--- src/rtl/fp_int_pkg.sv ---
// Shared definitions for the bit-serial FP x INT multiplier interface:
// default widths, precision limits, FSM states and the precision clamp.
package fp_int_pkg;

    localparam int ACT_WIDTH  = 16;
    localparam int W_MAX      = 8;
    localparam int PREC_MIN   = 2;
    localparam int PREC_W     = 4;
    localparam int PREC_RESET = 4;

    typedef enum logic [1:0] {
        IDLE,
        SETUP,
        STREAM
    } state_t;

    // Limit a requested precision to the range the multiplier supports.
    function automatic logic [PREC_W-1:0] clamp_precision(
        input logic [PREC_W-1:0] req,
        input int                w_max
    );
        logic [PREC_W-1:0] res;
        if (int'(req) < PREC_MIN) begin
            res = PREC_W'(PREC_MIN);
        end else if (int'(req) > w_max) begin
            res = PREC_W'(w_max);
        end else begin
            res = req;
        end
        return res;
    endfunction

endpackage

--- src/rtl/weight_bit_serializer.sv ---
// Turns parallel (activation, weight) pairs into the MSB-first serial weight
// stream of the bit-serial multiplier, with act held for the whole word.
// A precision load spends two cycles away from accepting words: the set
// pulse cycle (SETUP) and one guard cycle afterwards (guard_q).
module weight_bit_serializer #(
    parameter int ACT_WIDTH = fp_int_pkg::ACT_WIDTH,
    parameter int W_MAX     = fp_int_pkg::W_MAX
) (
    input  logic                 clk,
    input  logic                 rst,
    input  logic                 cfg_set,
    input  logic [3:0]           cfg_precision,
    output logic                 cfg_ready,
    input  logic                 in_valid,
    output logic                 in_ready,
    input  logic [ACT_WIDTH-1:0] in_act,
    input  logic [W_MAX-1:0]     in_weight,
    output logic                 set,
    output logic [3:0]           precision,
    output logic                 valid,
    output logic                 w,
    output logic [ACT_WIDTH-1:0] act,
    output logic                 busy
);
    import fp_int_pkg::*;

    state_t           state_q, state_d;
    logic [W_MAX-1:0] shreg_q;
    logic [3:0]       cnt_q;
    logic             guard_q;
    logic             accept;
    logic             cfg_take;
    logic [W_MAX-1:0] aligned;

    assign cfg_ready = (state_q == IDLE) && !guard_q;
    assign in_ready  = (cfg_ready && !cfg_set) || (state_q == STREAM && cnt_q == 4'd0);
    assign accept    = in_valid && in_ready;
    assign cfg_take  = cfg_ready && cfg_set;
    assign busy      = (state_q != IDLE);

    // Left-align the active bits so the word MSB sits at the top of the
    // shift register; bits at or above precision fall off the top.
    assign aligned = in_weight << (4'(W_MAX) - precision);

    // State register.
    always_ff @(posedge clk or negedge rst) begin
        if (!rst) begin
            state_q <= IDLE;
        end else begin
            // NOTE: non-blocking so every flop samples pre-edge values.
            state_q <= state_d;
        end
    end

    // Next-state logic; config requests win over input words in IDLE.
    always_comb begin
        // NOTE: default first so no path leaves state_d unassigned (no latch).
        state_d = state_q;
        case (state_q)
            IDLE: begin
                if (cfg_take) begin
                    state_d = SETUP;
                end else if (accept) begin
                    state_d = STREAM;
                end
            end
            SETUP:   state_d = IDLE;
            STREAM: begin
                if (cnt_q == 4'd0 && !accept) begin
                    state_d = IDLE;
                end
            end
            default: state_d = IDLE;
        endcase
    end

    // Registered outputs, shift register and bit counter.
    always_ff @(posedge clk or negedge rst) begin
        if (!rst) begin
            set       <= 1'b0;
            precision <= 4'(PREC_RESET);
            valid     <= 1'b0;
            w         <= 1'b0;
            act       <= '0;
            shreg_q   <= '0;
            cnt_q     <= 4'd0;
            guard_q   <= 1'b0;
        end else begin
            set     <= 1'b0;
            guard_q <= (state_q == SETUP);

            if (cfg_take) begin
                set       <= 1'b1;
                precision <= clamp_precision(cfg_precision, W_MAX);
            end

            if (accept) begin
                valid   <= 1'b1;
                w       <= aligned[W_MAX-1];
                shreg_q <= aligned << 1;
                cnt_q   <= precision - 4'd1;
                act     <= in_act;
            end else if (state_q == STREAM && cnt_q != 4'd0) begin
                valid   <= 1'b1;
                w       <= shreg_q[W_MAX-1];
                shreg_q <= shreg_q << 1;
                cnt_q   <= cnt_q - 4'd1;
            end else begin
                valid <= 1'b0;
                w     <= 1'b0;
            end
        end
    end

endmodule

--- config.mk ---
export PLATFORM = sky130hd
export DESIGN_NAME = weight_bit_serializer
export DESIGN_NICKNAME = d
export VERILOG_FILES = /design/src/rtl/fp_int_pkg.sv /design/src/rtl/weight_bit_serializer.sv
export SDC_FILE = /design/constraint.sdc
export NUM_CORES = 1
export LEC_CHECK = 0
export ABC_CLOCK_PERIOD_IN_PS = 1900
export BUFFER_PORTS_ARGS = -buffer_cell sky130_fd_sc_hd__buf_4
export CAP_MARGIN = 40
export CORE_MARGIN = 8
export CORE_UTILIZATION = 46
export CTS_CLUSTER_DIAMETER = 80
export DETAILED_ROUTE_END_ITERATION = 8
export PLACE_DENSITY = 0.76
export SETUP_SLACK_MARGIN = 0.5
export SLEW_MARGIN = 10
export SYNTH_ARGS = -nofsm -noshare
export SYNTH_HDL_FRONTEND = slang
export SYNTH_SLANG_ARGS = --single-unit
--- constraint.sdc ---
create_clock -name clk -period 1.9 [get_ports clk]
set_clock_uncertainty 0.15 [all_clocks]
set_input_delay 0.57 -clock clk [delete_from_list [all_inputs] [get_ports clk]]
set_output_delay 0.57 -clock clk [all_outputs]
set_load 0.05 [all_outputs]
======== After elaboration in Yosys (flattened, before gate mapping) ========
Index checks and enable logic that the tools add are counted.
storage, ports and cells
  register bits after elaboration ......... 38
  output and inout bits ................... 26
  word-level logic and storage cells ...... 51
cells by class
  $add $sub $neg .......................... 3
  order comparisons ....................... 2
  eq/ne operators ......................... 4
  shift operators ......................... 1
  multiplexer cells ....................... 15
  reduce and logical (&&, ||, !) cells .... 17
operators with widths
  kind                   count
  $mux W4                4
  $mux W8                2
  $shl A8 B4 Y8          1
  $sub A4 B1 Y4 const B  2
  $logic_and A1 B1 Y1    7
  $mux W2                3
  $mux W1                5
  $gt A4 B4 Y1 const B   1
  $logic_not A4 Y1       1
  $lt A4 B2 Y1 const B   1
  $pmux W2 S2            1
  $reduce_bool A2 Y1     2
  $reduce_bool A4 Y1     1
  $sub A4 B4 Y4 const A  1
  $logic_not A1 Y1       3
  $ne A3 B3 Y1 const B   1
  $eq A2 B1 Y1 const B   1
  $eq A2 B2 Y1 const B   1
  $logic_not A2 Y1       1
  $ne A2 B2 Y1 const B   1
  $reduce_and A2 Y1      1
  $logic_or A1 B1 Y1     1

======== Logic depth before layout (Yosys ltp) ========
  depth in word-level cells ............... 9
  gate-level depth with buffers ........... 8
  depth with buffers taken out ............ 8

======== Worst setup path after synthesis ========
Ideal clock, no wire load.
  path type ............................... register to register
  from .................................... register state_q[0]
  to ...................................... register precision[2]
  arrival time ............................ 2288 ps
  data required time ...................... 1656 ps
  slack ................................... -632 ps
  stages on the path, launching flop included .. 4
  buffers on the path ..................... 0
  clock period less this slack ............ 2532 ps
  cells stage by stage .................... dfrtp_1 nor3_1 nand2_1 o31ai_1
on the way
  longest elaborated chain between the ends .. 3
ends and longest elaborated chain
  item                      line                         text
  start: declaration        weight_bit_serializer.sv:27  state_t state_q, state_d;
  start signal: assignment  weight_bit_serializer.sv:51  state_q <= state_d;
  $logic_not A2 Y1          weight_bit_serializer.sv:35  assign cfg_ready = (state_q == IDLE) && !guard_q;
  $logic_and A1 B1 Y1       weight_bit_serializer.sv:35
  net cfg_ready             weight_bit_serializer.sv:13  output logic cfg_ready,
  $logic_and A1 B1 Y1       weight_bit_serializer.sv:38  assign cfg_take = cfg_ready && cfg_set;
  end signal: assignment    weight_bit_serializer.sv:81  precision <= 4'(PREC_RESET);
  end signal: assignment    weight_bit_serializer.sv:94  precision <= clamp_precision(cfg_precision, W_MAX);
  end: declaration          weight_bit_serializer.sv:19  output logic [3:0] precision,
The timed path passes the listed nets, and every way through them passes these cells.
A chain may end at the register's enable or synchronous reset.

======== Worst setup path after layout ========
  from .................................... register cnt_q[1]
  to ...................................... output port in_ready
on the way
  longest elaborated chain between the ends .. 3
ends and longest elaborated chain
  item                      line                          text
  start: declaration        weight_bit_serializer.sv:29   logic [3:0] cnt_q;
  start signal: assignment  weight_bit_serializer.sv:101  cnt_q <= precision - 4'd1;
  start signal: assignment  weight_bit_serializer.sv:107  cnt_q <= cnt_q - 4'd1;
  $logic_not A4 Y1          weight_bit_serializer.sv:36   assign in_ready = (cfg_ready && !cfg_set) || (state_q == STREAM && cnt_q == 4'd0);
  $logic_and A1 B1 Y1       weight_bit_serializer.sv:36
  $logic_or A1 B1 Y1        weight_bit_serializer.sv:36
  end: declaration          weight_bit_serializer.sv:15   output logic in_ready,
Every way passes these cells.

==> impl_metrics.json <==
{
  "required_ns": 1.18,
  "num_vias": 1839,
  "power.density_nw_per_um2": 1990,
  "leakage_nw": 1.66,
  "grt-ovfl-total": 0,
  "yosysTopAreaCellShare_pct": 48.2,
  "dp_hpwl_um": 3300,
  "insertion_delay_ns": 0.29,
  "ys_warn_count": 0,
  "ir_drop_mv": 1.36,
  "ctsRootBufferMaster": "clkbuf_8",
  "fmax_ghz": 0.450,
  "synthArstFlopShare_pct": 100,
  "p_sw_mw": 3.10,
  "end_kind": "output pin",
  "synth_nets": 222,
  "crit_chain": "nor3_4 -> nand2_2 -> o21bai_4 -> buf_8",
  "io_pins": 58,
  "max_cap_violations": 0,
  "drtIter0Drc": 75,
  "hold_buffers": 0,
  "synth_flop_cell": "dfrtp_1",
  "drive_above_1_share_pct": 63.9,
  "status": "complete, but fails checks",
  "ys_seq_elements": 37,
  "clkTransAtPathRegs_ns": 0.07,
  "io_buffers": 57,
  "rsz0062_at_grt": "true",
  "setup_viol": 5,
  "hp-class": "input pin to asynchronous set/reset pin",
  "setup_slack_ns": -0.322,
  "grt_usage_pct": 17.5,
  "swShare_pct": 46.1,
  "worstPathMaxFanout": 3,
  "syn_area_per_cell_um2": 9.94,
  "grt_pass1_vias": 1858,
  "fin_crit_sh_pct": 117,
  "placementRows": 23,
  "start_kind": "flip-flop",
  "die_area_um2": 6360,
  "combPwrFrac_pct": 70.1,
  "multiInputGateArea_um2": 1180,
  "violations": "negative setup slack",
  "seq_power_share_pct": 21.4,
  "grt_start_max_net_pins": 38,
  "cpPeakStageDelay_ns": 0.42,
  "drc": 0,
  "regArea_um2": 932,
  "wl_um": 6530,
  "ys_types": 37,
  "place.gp.congestion": 0.829,
  "clkPwrFrac_pct": 8.6,
  "p_int_mw": 3.63,
  "fin_crit_ns": 2.22,
  "hold_slack_ns": 0.0742,
  "synth_top_cells_by_area": "dfrtp_1 (48%), nand2_1 (12%), mux2i_1 (8.0%)",
  "synth_common_cells": "nand2_1 (61), dfrtp_1 (36), mux2i_1 (15)",
  "critical_path_arrival_ns": 1.50,
  "wire_per_inst_um": 18.9,
  "syn_area_um2": 1870,
  "seq_area_frac_synth_pct": 49.6,
  "viasPerCell": 5.32,
  "hold_viol": 0,
  "ant_nets": 0,
  "final_max_slew_viol_count": 0,
  "clock_path_buffers": 2,
  "synthCells": 188,
  "worst_slew_pin_slew_ns": 0.472,
  "synth_top_area_cell": "dfrtp_1",
  "cp_slowest_cell": "dfrtp_1",
  "synth_most_common_cell": "nand2_1",
  "cts.sinks": 37,
  "fillers": 174,
  "slew-limit-headroom_pct": 68.3,
  "syn_to_final_growth_pct": 80.8,
  "dr.pass1.iters": 4,
  "nets": 330,
  "antenna_cells": 0,
  "die_x_um": 79.7,
  "fin_util_pct": 85.7,
  "die_height_um": 79.7,
  "start_util_pct": 47.4,
  "cts_max_level": 2,
  "synth-edff-count": 0,
  "grt_pass1_wl_um": 8670,
  "crit_type": "flip-flop to output pin",
  "core_um2": 3940,
  "cts_buffers": 5,
  "cts_tree": "yes",
  "antenna_found_initial": 0
}
[placed cells by master, fill, tap and decap left out, types with 2 or more instances in the layout]
| cell | netlist | routed |
|---|---|---|
| buf_4 | 0 | 63 |
| nand2_1 | 61 | 36 |
| dfrtp_1 | 36 | 32 |
| buf_6 | 3 | 32 |
| nand2_2 | 0 | 18 |
| mux2i_1 | 15 | 10 |
| buf_8 | 0 | 8 |
| nand2_4 | 0 | 7 |
| inv_1 | 10 | 7 |
| clkbuf_8 | 0 | 6 |
| a21oi_2 | 0 | 4 |
| mux2i_4 | 0 | 4 |
| buf_12 | 0 | 4 |
| dfrtp_2 | 0 | 4 |
| nor3_4 | 0 | 3 |
| nor2_1 | 3 | 3 |
| o21ai_1 | 1 | 3 |
| o21ai_2 | 0 | 3 |
| o22ai_2 | 0 | 3 |
| nor2b_4 | 1 | 2 |
| inv_2 | 0 | 2 |
| nand2b_4 | 0 | 2 |
| xnor2_2 | 0 | 2 |
| mux4_2 | 1 | 2 |
| xnor2_1 | 4 | 2 |
| a21oi_1 | 6 | 2 |
| nor3_1 | 4 | 2 |
| a31oi_1 | 2 | 2 |
| o22ai_1 | 5 | 2 |
| o32ai_2 | 0 | 2 |
[layer usage]
metal	vias to the layer above	GRT usage (%)	share of wire, %
met5	-	0	0
met4	0	4.63	2.7
met3	17	7.55	7.5
met2	64	29.4	55
met1	908	19.6	35
li1	850	-	-
[critical path: cells and delay by family (launching register included)]
kind                   cells  cell delay (ns)
and+or+nand+nor            2             0.47
DFF                        1             0.42
AOI/OAI and AO/OA          1             0.17
buffers and inverters      1             0.16
[worst paths after layout]
path                                        start                       end  slack (ns)  cells after the start
setup / recovery             cnt_q[1]$_DFFE_PN0P_                  in_ready       -0.32                      4
hold / removal                                rst               w$_DFF_PN0_        0.07                      1
setup reg to reg           state_q[0]$_DFFE_PN0P_      cnt_q[2]$_DFFE_PN0P_       -0.31                      9
hold reg to reg               act[11]$_DFFE_PN0N_       act[11]$_DFFE_PN0N_        0.35                      2
max in group asynchronous                     rst  precision[1]$_DFFE_PN0P_        1.17                      1
min in group clk                 cfg_precision[3]  precision[2]$_DFFE_PN1P_        0.29                      2
[cells by family after synthesis]
logic type                 share of synthesized area [%]
and+or+nand+nor                                     19.6
DFF                                                 49.6
AOI/OAI and AO/OA                                   10.1
buffers and inverters                               5.36
muxes                                               10.6
xor gates and xnor gates                            3.35
adders and majority gates                           1.34
[through the flow]
| stage | worst slack, ns | instance area [um2] | std cells | setup TNS, ns | total power, mW |
|---|---|---|---|---|---|
| 6_report | -0.322 | 3380 | 346 | -1.02 | 6.73 |
| 5_1_grt | -0.442 | 3380 | 346 | -1.66 | 7.06 |
| 4_1_cts | -0.266 | 3130 | 334 | -0.616 | 6.05 |
| 3_5_place_dp | -0.269 | 2580 | 307 | -0.500 | 4.69 |
| 3_3_place_gp | -0.188 | 2580 | 307 | -0.392 | 4.65 |
| 2_1_floorplan | -0.0526 | 2010 | 188 | -0.142 | 3.77 |
[power groups by stage]
stage | sequential [mW] | combinational, mW | clock [mW]
after CTS | 1.40 | 4.08 | 0.578
after detailed placement | 1.40 | 3.29 | 0
after global routing | 1.47 | 4.96 | 0.620
final | 1.44 | 4.72 | 0.577
after floorplan | 2.13 | 1.64 | 0
after global placement | 1.39 | 3.25 | 0
[state kept, by name, indices dropped and copies added, names as in the netlist]
signal / count
act: 16
shreg_q: 7
cnt_q: 4
precision: 4
state_q: 2
guard_q: 1
set: 1
valid: 1
w: 1
[area by class of cell]
type | instances | area share [%]
well taps | 50 | 1.85
repair buffers | 108 | 31.4
clock inverters | 1 | 0.222
flip-flops and latches | 37 | 27.6
inverters | 11 | 1.44
clock buffers | 6 | 2.44
multi-input cells | 133 | 35.0
[what timing repair did]
action | 4_1_cts | 5_1_grt
pin swaps | 15 | 18
endpoints found under the setup margin | 55 | 60
gates cloned | 1 | 1
buffers inserted | 19 | 11
resized for setup | 74 | 36
Note: power is estimated with default switching activity, not from simulation.
